File: src/rtl/ex_alu_stage.sv
// Registered RV32I execute stage: ALU plus a two-entry skid buffer.
// Results, zero flag and tag are captured at accept and presented in FIFO order.
module ex_alu_stage #(
  parameter int XLEN  = 32,
  parameter int TAG_W = 5
) (
  input  logic             clk,
  input  logic             rst,
  input  logic             flush,
  input  logic             in_valid,
  output logic             in_ready,
  input  logic [3:0]       alu_control,
  input  logic [XLEN-1:0]  operand_a,
  input  logic [XLEN-1:0]  operand_b,
  input  logic [TAG_W-1:0] in_tag,
  output logic             out_valid,
  input  logic             out_ready,
  output logic [XLEN-1:0]  result,
  output logic             zero,
  output logic [TAG_W-1:0] out_tag
);

  localparam logic [3:0] OP_ADD  = 4'b0001;
  localparam logic [3:0] OP_SUB  = 4'b0010;
  localparam logic [3:0] OP_AND  = 4'b0011;
  localparam logic [3:0] OP_OR   = 4'b0100;
  localparam logic [3:0] OP_XOR  = 4'b0101;
  localparam logic [3:0] OP_SLL  = 4'b0110;
  localparam logic [3:0] OP_SRL  = 4'b0111;
  localparam logic [3:0] OP_SRA  = 4'b1000;
  localparam logic [3:0] OP_SLT  = 4'b1001;
  localparam logic [3:0] OP_SLTU = 4'b1010;
  localparam logic [3:0] OP_SGE  = 4'b1011;
  localparam logic [3:0] OP_SGEU = 4'b1100;

  typedef enum logic [1:0] {
    EMPTY = 2'd0,
    ONE   = 2'd1,
    FULL  = 2'd2
  } state_t;

  state_t            r_state;
  logic              r_out_valid;
  logic              r_in_ready;
  logic [XLEN-1:0]   r_m_res;
  logic              r_m_zero;
  logic [TAG_W-1:0]  r_m_tag;
  logic [XLEN-1:0]   r_s_res;
  logic              r_s_zero;
  logic [TAG_W-1:0]  r_s_tag;

  logic [XLEN-1:0]   w_res;
  logic              w_zero;
  logic [4:0]        w_sh;
  logic              w_acc;
  logic              w_xfer;

  assign w_sh   = operand_b[4:0];
  assign w_zero = (w_res == '0);
  assign w_acc  = in_valid & r_in_ready;
  assign w_xfer = r_out_valid & out_ready;

  always_comb begin
    w_res = '0;
    case (alu_control)
      OP_ADD:  w_res = operand_a + operand_b;
      OP_SUB:  w_res = operand_a - operand_b;
      OP_AND:  w_res = operand_a & operand_b;
      OP_OR:   w_res = operand_a | operand_b;
      OP_XOR:  w_res = operand_a ^ operand_b;
      OP_SLL:  w_res = operand_a << w_sh;
      OP_SRL:  w_res = operand_a >> w_sh;
      OP_SRA:  w_res = $unsigned($signed(operand_a) >>> w_sh);
      OP_SLT:  w_res = {{(XLEN-1){1'b0}},
                        $signed(operand_a) < $signed(operand_b)};
      OP_SLTU: w_res = {{(XLEN-1){1'b0}}, operand_a < operand_b};
      OP_SGE:  w_res = {{(XLEN-1){1'b0}},
                        $signed(operand_a) >= $signed(operand_b)};
      OP_SGEU: w_res = {{(XLEN-1){1'b0}}, operand_a >= operand_b};
      default: w_res = '0;
    endcase
  end

  always_ff @(posedge clk or posedge rst) begin
    if (rst) begin
      r_state     <= EMPTY;
      r_out_valid <= 1'b0;
      r_in_ready  <= 1'b1;
      r_m_res     <= '0;
      r_m_zero    <= 1'b1;
      r_m_tag     <= '0;
      r_s_res     <= '0;
      r_s_zero    <= 1'b1;
      r_s_tag     <= '0;
    end else if (flush) begin
      r_state     <= EMPTY;
      r_out_valid <= 1'b0;
      r_in_ready  <= 1'b1;
    end else begin
      case (r_state)
        EMPTY: begin
          if (w_acc) begin
            r_m_res     <= w_res;
            r_m_zero    <= w_zero;
            r_m_tag     <= in_tag;
            r_state     <= ONE;
            r_out_valid <= 1'b1;
          end
        end
        ONE: begin
          if (w_acc && w_xfer) begin
            r_m_res  <= w_res;
            r_m_zero <= w_zero;
            r_m_tag  <= in_tag;
          end else if (w_acc) begin
            // M stalled: park the new op in the skid entry
            r_s_res    <= w_res;
            r_s_zero   <= w_zero;
            r_s_tag    <= in_tag;
            r_state    <= FULL;
            r_in_ready <= 1'b0;
          end else if (w_xfer) begin
            r_state     <= EMPTY;
            r_out_valid <= 1'b0;
          end
        end
        FULL: begin
          if (w_xfer) begin
            r_m_res    <= r_s_res;
            r_m_zero   <= r_s_zero;
            r_m_tag    <= r_s_tag;
            r_state    <= ONE;
            r_in_ready <= 1'b1;
          end
        end
        default: begin
          r_state     <= EMPTY;
          r_out_valid <= 1'b0;
          r_in_ready  <= 1'b1;
        end
      endcase
    end
  end

  assign in_ready  = r_in_ready;
  assign out_valid = r_out_valid;
  assign result    = r_m_res;
  assign zero      = r_m_zero;
  assign out_tag   = r_m_tag;

endmodule

File: config.mk
export PLATFORM = sky130hd
export DESIGN_NAME = ex_alu_stage
export DESIGN_NICKNAME = d
export VERILOG_FILES = /design/src/rtl/ex_alu_stage.sv
export SDC_FILE = /design/constraint.sdc
export NUM_CORES = 1
export LEC_CHECK = 0
export CORE_MARGIN = 2
export CORE_UTILIZATION = 30
export CTS_CLUSTER_DIAMETER = 40
export DETAILED_ROUTE_END_ITERATION = 12
export GPL_ROUTABILITY_DRIVEN = 0
export PLACE_DENSITY = 0.56
export SKIP_CTS_REPAIR_TIMING = 1
export SLEW_MARGIN = 20
export SYNTH_ARGS = -nofsm -noshare
export SYNTH_HDL_FRONTEND = slang
export SYNTH_SLANG_ARGS = --single-unit
File: constraint.sdc
create_clock -name clk -period 2.6 [get_ports clk]
set_clock_uncertainty 0.2 [all_clocks]
set_input_delay 0.52 -clock clk [delete_from_list [all_inputs] [get_ports clk]]
set_output_delay 0.52 -clock clk [all_outputs]
set_load 0.1 [all_outputs]
==> results_tabular.tex <==
\begin{tabular}{lr}
\hline
Metric & Value \\
\hline
\multicolumn{2}{l}{\textbf{Outcome}} \\
Outcome & complete, but fails checks \\
Failing checks & negative setup slack \\
\multicolumn{2}{l}{\textbf{Worst setup path}} \\
Critical path data required time & 2.64 ns \\
Maximum single-stage delay on the critical path & 0.42 ns \\
Arrival time of data at the critical path endpoint & roughly 4 ns \\
Maximum fanout encountered on the critical timing path & 7 \\
Critical Setup Path Class & in2reg \\
Capturing element type of the critical path & flip-flop \\
Cell repeated most along the worst path & sky130\_fd\_sc\_hd\_\_buf\_12 \\
Nature of the critical path startpoint & input pin \\
Critical path, cell by cell & buf\_12, buf\_12, buf\_8, or2\_2, mux2i\_1, o221a\_4, o32ai\_2, nor3\_2, o211ai\_1, a2111oi\_2, buf\_4, nand4\_1, nor4b\_4, nand2\_2, o41ai\_2 \\
Library cell contributing the largest single delay on the critical path & sky130\_fd\_sc\_hd\_\_a2111oi\_2 \\
\multicolumn{2}{l}{\textbf{Pwr}} \\
Power Density & 407 nW/um2 \\
Cell leakage power & 10.9 nW \\
Part of the power in combinational logic & 68.0\% \\
Worst vdd rail ir drop & roughly 0.73 mV \\
Internal power consumption & 5.12 mW \\
Clock share of power & 13.1\% \\
Sequential group share of total power & 18.9\% \\
NetSw & approximately 4.7 mW \\
Switching part of the total power & $\sim$48\% \\
\multicolumn{2}{l}{\textbf{Yosys}} \\
Post-Syn Area & 13500 um2 \\
Number of nets in the synthesized netlist & between 2000 and 2500 \\
Yosys Warn Count & 0 \\
Cell count after synthesis & 1835 \\
Portion of the post-synthesis area used by sequential elements & 14.9\% \\
FF+latch count, synth & 80 \\
FFs w/ async S/R, synth & 100\% \\
Count of different cell masters after synthesis & 105 \\
EDFF count, synth & 0 \\
Dominant register cell in the synthesized netlist & sky130\_fd\_sc\_hd\_\_dfrtp\_1 \\
Syn\_area\_per\_cell & 7.36 um2 \\
\multicolumn{2}{l}{\textbf{Global routing}} \\
Antenna violations before repair & 0 \\
GRT Residual Overflow & 0 \\
Pin count of the biggest net entering global routing & 81 \\
First-pass GRT wire length & 101 mm \\
Global routing usage summed across all routing layers & 27.8\% \\
Via count of the first global-routing pass & 17300 \\
\multicolumn{2}{l}{\textbf{Drt}} \\
Per-cell routed wire length & 22.7 um \\
DRT Pass-1 Iters & 6 \\
Wire length after detailed routing & between 70 and 80 mm \\
Total routed wire length on the met1 layer & 28.8 mm \\
Routed via count & roughly 19000 \\
DRC violation count after routing & 0 \\
Antenna violation net count after detailed routing & 0 \\
Metal3 WL & 7.38 mm \\
Highest metal layer with signal wires & met4 \\
Met2 routed wirelength & around 32 mm \\
Vias per Instance & just under 6 \\
First DRT Iteration DRCs & roughly 2200 \\
\multicolumn{2}{l}{\textbf{Clock network}} \\
Clock transition time at the flip-flop clock pins of the worst setup and hold paths & 0.06 ns \\
CTS sink cnt & 80 \\
CTS Root Buffer Type & sky130\_fd\_sc\_hd\_\_clkbuf\_16 \\
Clk Latency, worst-skew pair & 0.33 ns \\
H-Tree Level Count & 3 \\
CTS tree & built \\
Cts bufs inserted & 9 \\
Clock Tree Buf Depth & 2 \\
\multicolumn{2}{l}{\textbf{Finish}} \\
Proportion of layout cells with a drive suffix above 1 & 52.2\% \\
Number of nets in the layout & 2781 \\
Non-Filler Instances & 3201 \\
Most frequent standard cell in the layout excluding fill and tap cells & sky130\_fd\_sc\_hd\_\_buf\_4 \\
Share of the core filled with cells & a little over half \\
Antenna diodes & 0 \\
Area Overhead vs Synth & 78.8\% \\
Most frequent cells in the layout & 716 x sky130\_fd\_sc\_hd\_\_buf\_4, 234 x sky130\_fd\_sc\_hd\_\_nand2\_1, 135 x sky130\_fd\_sc\_hd\_\_nor2\_1, 97 x sky130\_fd\_sc\_hd\_\_a21oi\_1, 89 x sky130\_fd\_sc\_hd\_\_buf\_6 \\
\multicolumn{2}{l}{\textbf{Job}} \\
Max-capacitance violation count & 0 \\
\multicolumn{2}{l}{\textbf{STA}} \\
Final critical path time including I/O delays and setup & 3.90 ns \\
Upper clock frequency limit & 0.256 GHz \\
Max Slew Vio Count & 0 \\
RSZ-0062 raised after global routing & yes \\
Post-route clock period utilization & 150\% \\
Number of endpoints failing setup at the final stage & 66 \\
Final Hold Fails & 0 \\
Relative slew margins & between 50 and 60\% \\
Worst slew pin tran & 0.656 ns \\
Final worst hold slack & 0.273 ns \\
Setup slack after layout & -1.30 ns \\
\multicolumn{2}{l}{\textbf{Die}} \\
Core ar. & 44300 um2 \\
Std-Cell Rows & 77 \\
Die outline area & 46700 um2 \\
Initial core utilization & 30.5\% \\
Die Span Y & 216 um \\
Number of top-level design ports & 118 \\
Die W & 216 um \\
\multicolumn{2}{l}{\textbf{Placement}} \\
Count of input and output buffers & 117 \\
Post-detailed-placement half-perimeter wirelength & around 56 mm \\
Instance count after placement with tap cells included & 3069 \\
\multicolumn{2}{l}{\textbf{Hold path}} \\
Worst hold path class & reg2reg \\
\hline
\end{tabular}
==> synth_stat cells, drive strengths merged (7+ instances only) <==
cell type | n | area (um2)
or3 | 15 | 98.8
o31ai | 17 | 133
a2bb2oi | 9 | 85.1
a221oi | 17 | 174
buf | 56 | 354
a221o | 9 | 90.1
o211ai | 33 | 248
o2111ai | 7 | 61.3
o31a | 8 | 70.1
o22ai | 29 | 181
nand2 | 253 | 950
nor2b | 24 | 150
nand3 | 34 | 170
or2 | 12 | 75.1
nor2 | 151 | 567
nand2b | 15 | 93.8
xnor2 | 9 | 78.8
mux2i | 73 | 731
mux4 | 28 | 631
a211oi | 34 | 270
nand4 | 22 | 138
dfrtp | 77 | 1930
nor4 | 20 | 131
nor3 | 37 | 185
a21oi | 142 | 711
o21bai | 14 | 109
ha | 97 | 1210
o21ai | 140 | 701
o21a | 8 | 60.1
a22oi | 21 | 168
inv | 96 | 360
a21o | 14 | 105
o221ai | 20 | 175
mux2 | 34 | 387
a31oi | 27 | 184
and2 | 7 | 43.8
clkbuf | 90 | 338
==> through the flow <==
stage	power, mW	cell area, um2	setup slack (ns)	TNS [ns]
6_report	9.82	24100	-1.30	-34.10
5_1_grt	10.3	24100	-1.39	-37.71
4_1_cts	8.78	20500	-1.82	-72.32
3_5_place_dp	7.47	20200	-2.17	-94.55
3_3_place_gp	7.40	20200	-2.12	-92.57
2_1_floorplan	5.17	14000	-1.30	-32.34
==> worst max-delay path, delay by kind of cell <==
kind | cells | cell delay, ns
and+or+nand+nor | 5 | 1.18
buffers and inverters | 4 | 0.60
AOI/OAI and AO/OA | 5 | 1.34
muxes | 1 | 0.29
==> worst paths after layout <==
kind	from	to	slack, ns	cells after the start
max	operand_b[1]	zero	-1.30	15
min	r_s_res[25]	r_s_res[25]	0.27	2
max reg2reg	in_ready	result[14]	0.50	7
min reg2reg	r_s_res[25]	r_s_res[25]	0.27	2
max in group asynchronous	rst	zero	1.37	3
min in group asynchronous	rst	result[9]	0.46	3
==> final cells by class <==
class                   instances  area (um2)
fillers                      3988       20200
multi-input cells            1513       13000
repair buffers                904        7660
clock inverters                 3        40.0
inverters                      96         423
well taps                     592         741
flip-flops and latches         80        2010
clock buffers                  13         270
==> registers in the layout, indices dropped and copies added (netlist names) <==
signal     flops
r_s_res       32
r_s_zero       1
out_valid      1
in_ready       1
result        32
r_state        2
out_tag        5
r_s_tag        5
zero           1
==> cell families after synthesis <==
family | count (synthesis) | share of synthesized area, %
XOR/XNOR | 13 | 0.844
buffers and inverters | 242 | 7.80
AO/OA/AOI/OAI | 624 | 31.4
flip-flops | 80 | 14.9
adder cells (fa/ha/maj) | 99 | 9.29
multiplexers | 135 | 13.0
AND/OR/NAND/NOR | 642 | 22.9
==> routing by layer <==
metal / track usage, % / up-vias
met4: 11.1 / 0
met5: 0 / -
met3: 4.14 / 328
li1: - / 8388
met1: 37.3 / 9001
met2: 44.6 / 1181
==> power groups by stage <==
stage / registers, mW / logic, mW / clock network [mW]
after floorplan: 3.06 / 2.11 / 0
after global placement: 1.86 / 5.54 / 0
after detailed placement: 1.88 / 5.59 / 0
after CTS: 1.86 / 5.61 / 1.31
after global routing: 1.91 / 6.98 / 1.36
final: 1.86 / 6.68 / 1.28
Note: power is estimated with default switching activity, not from simulation.
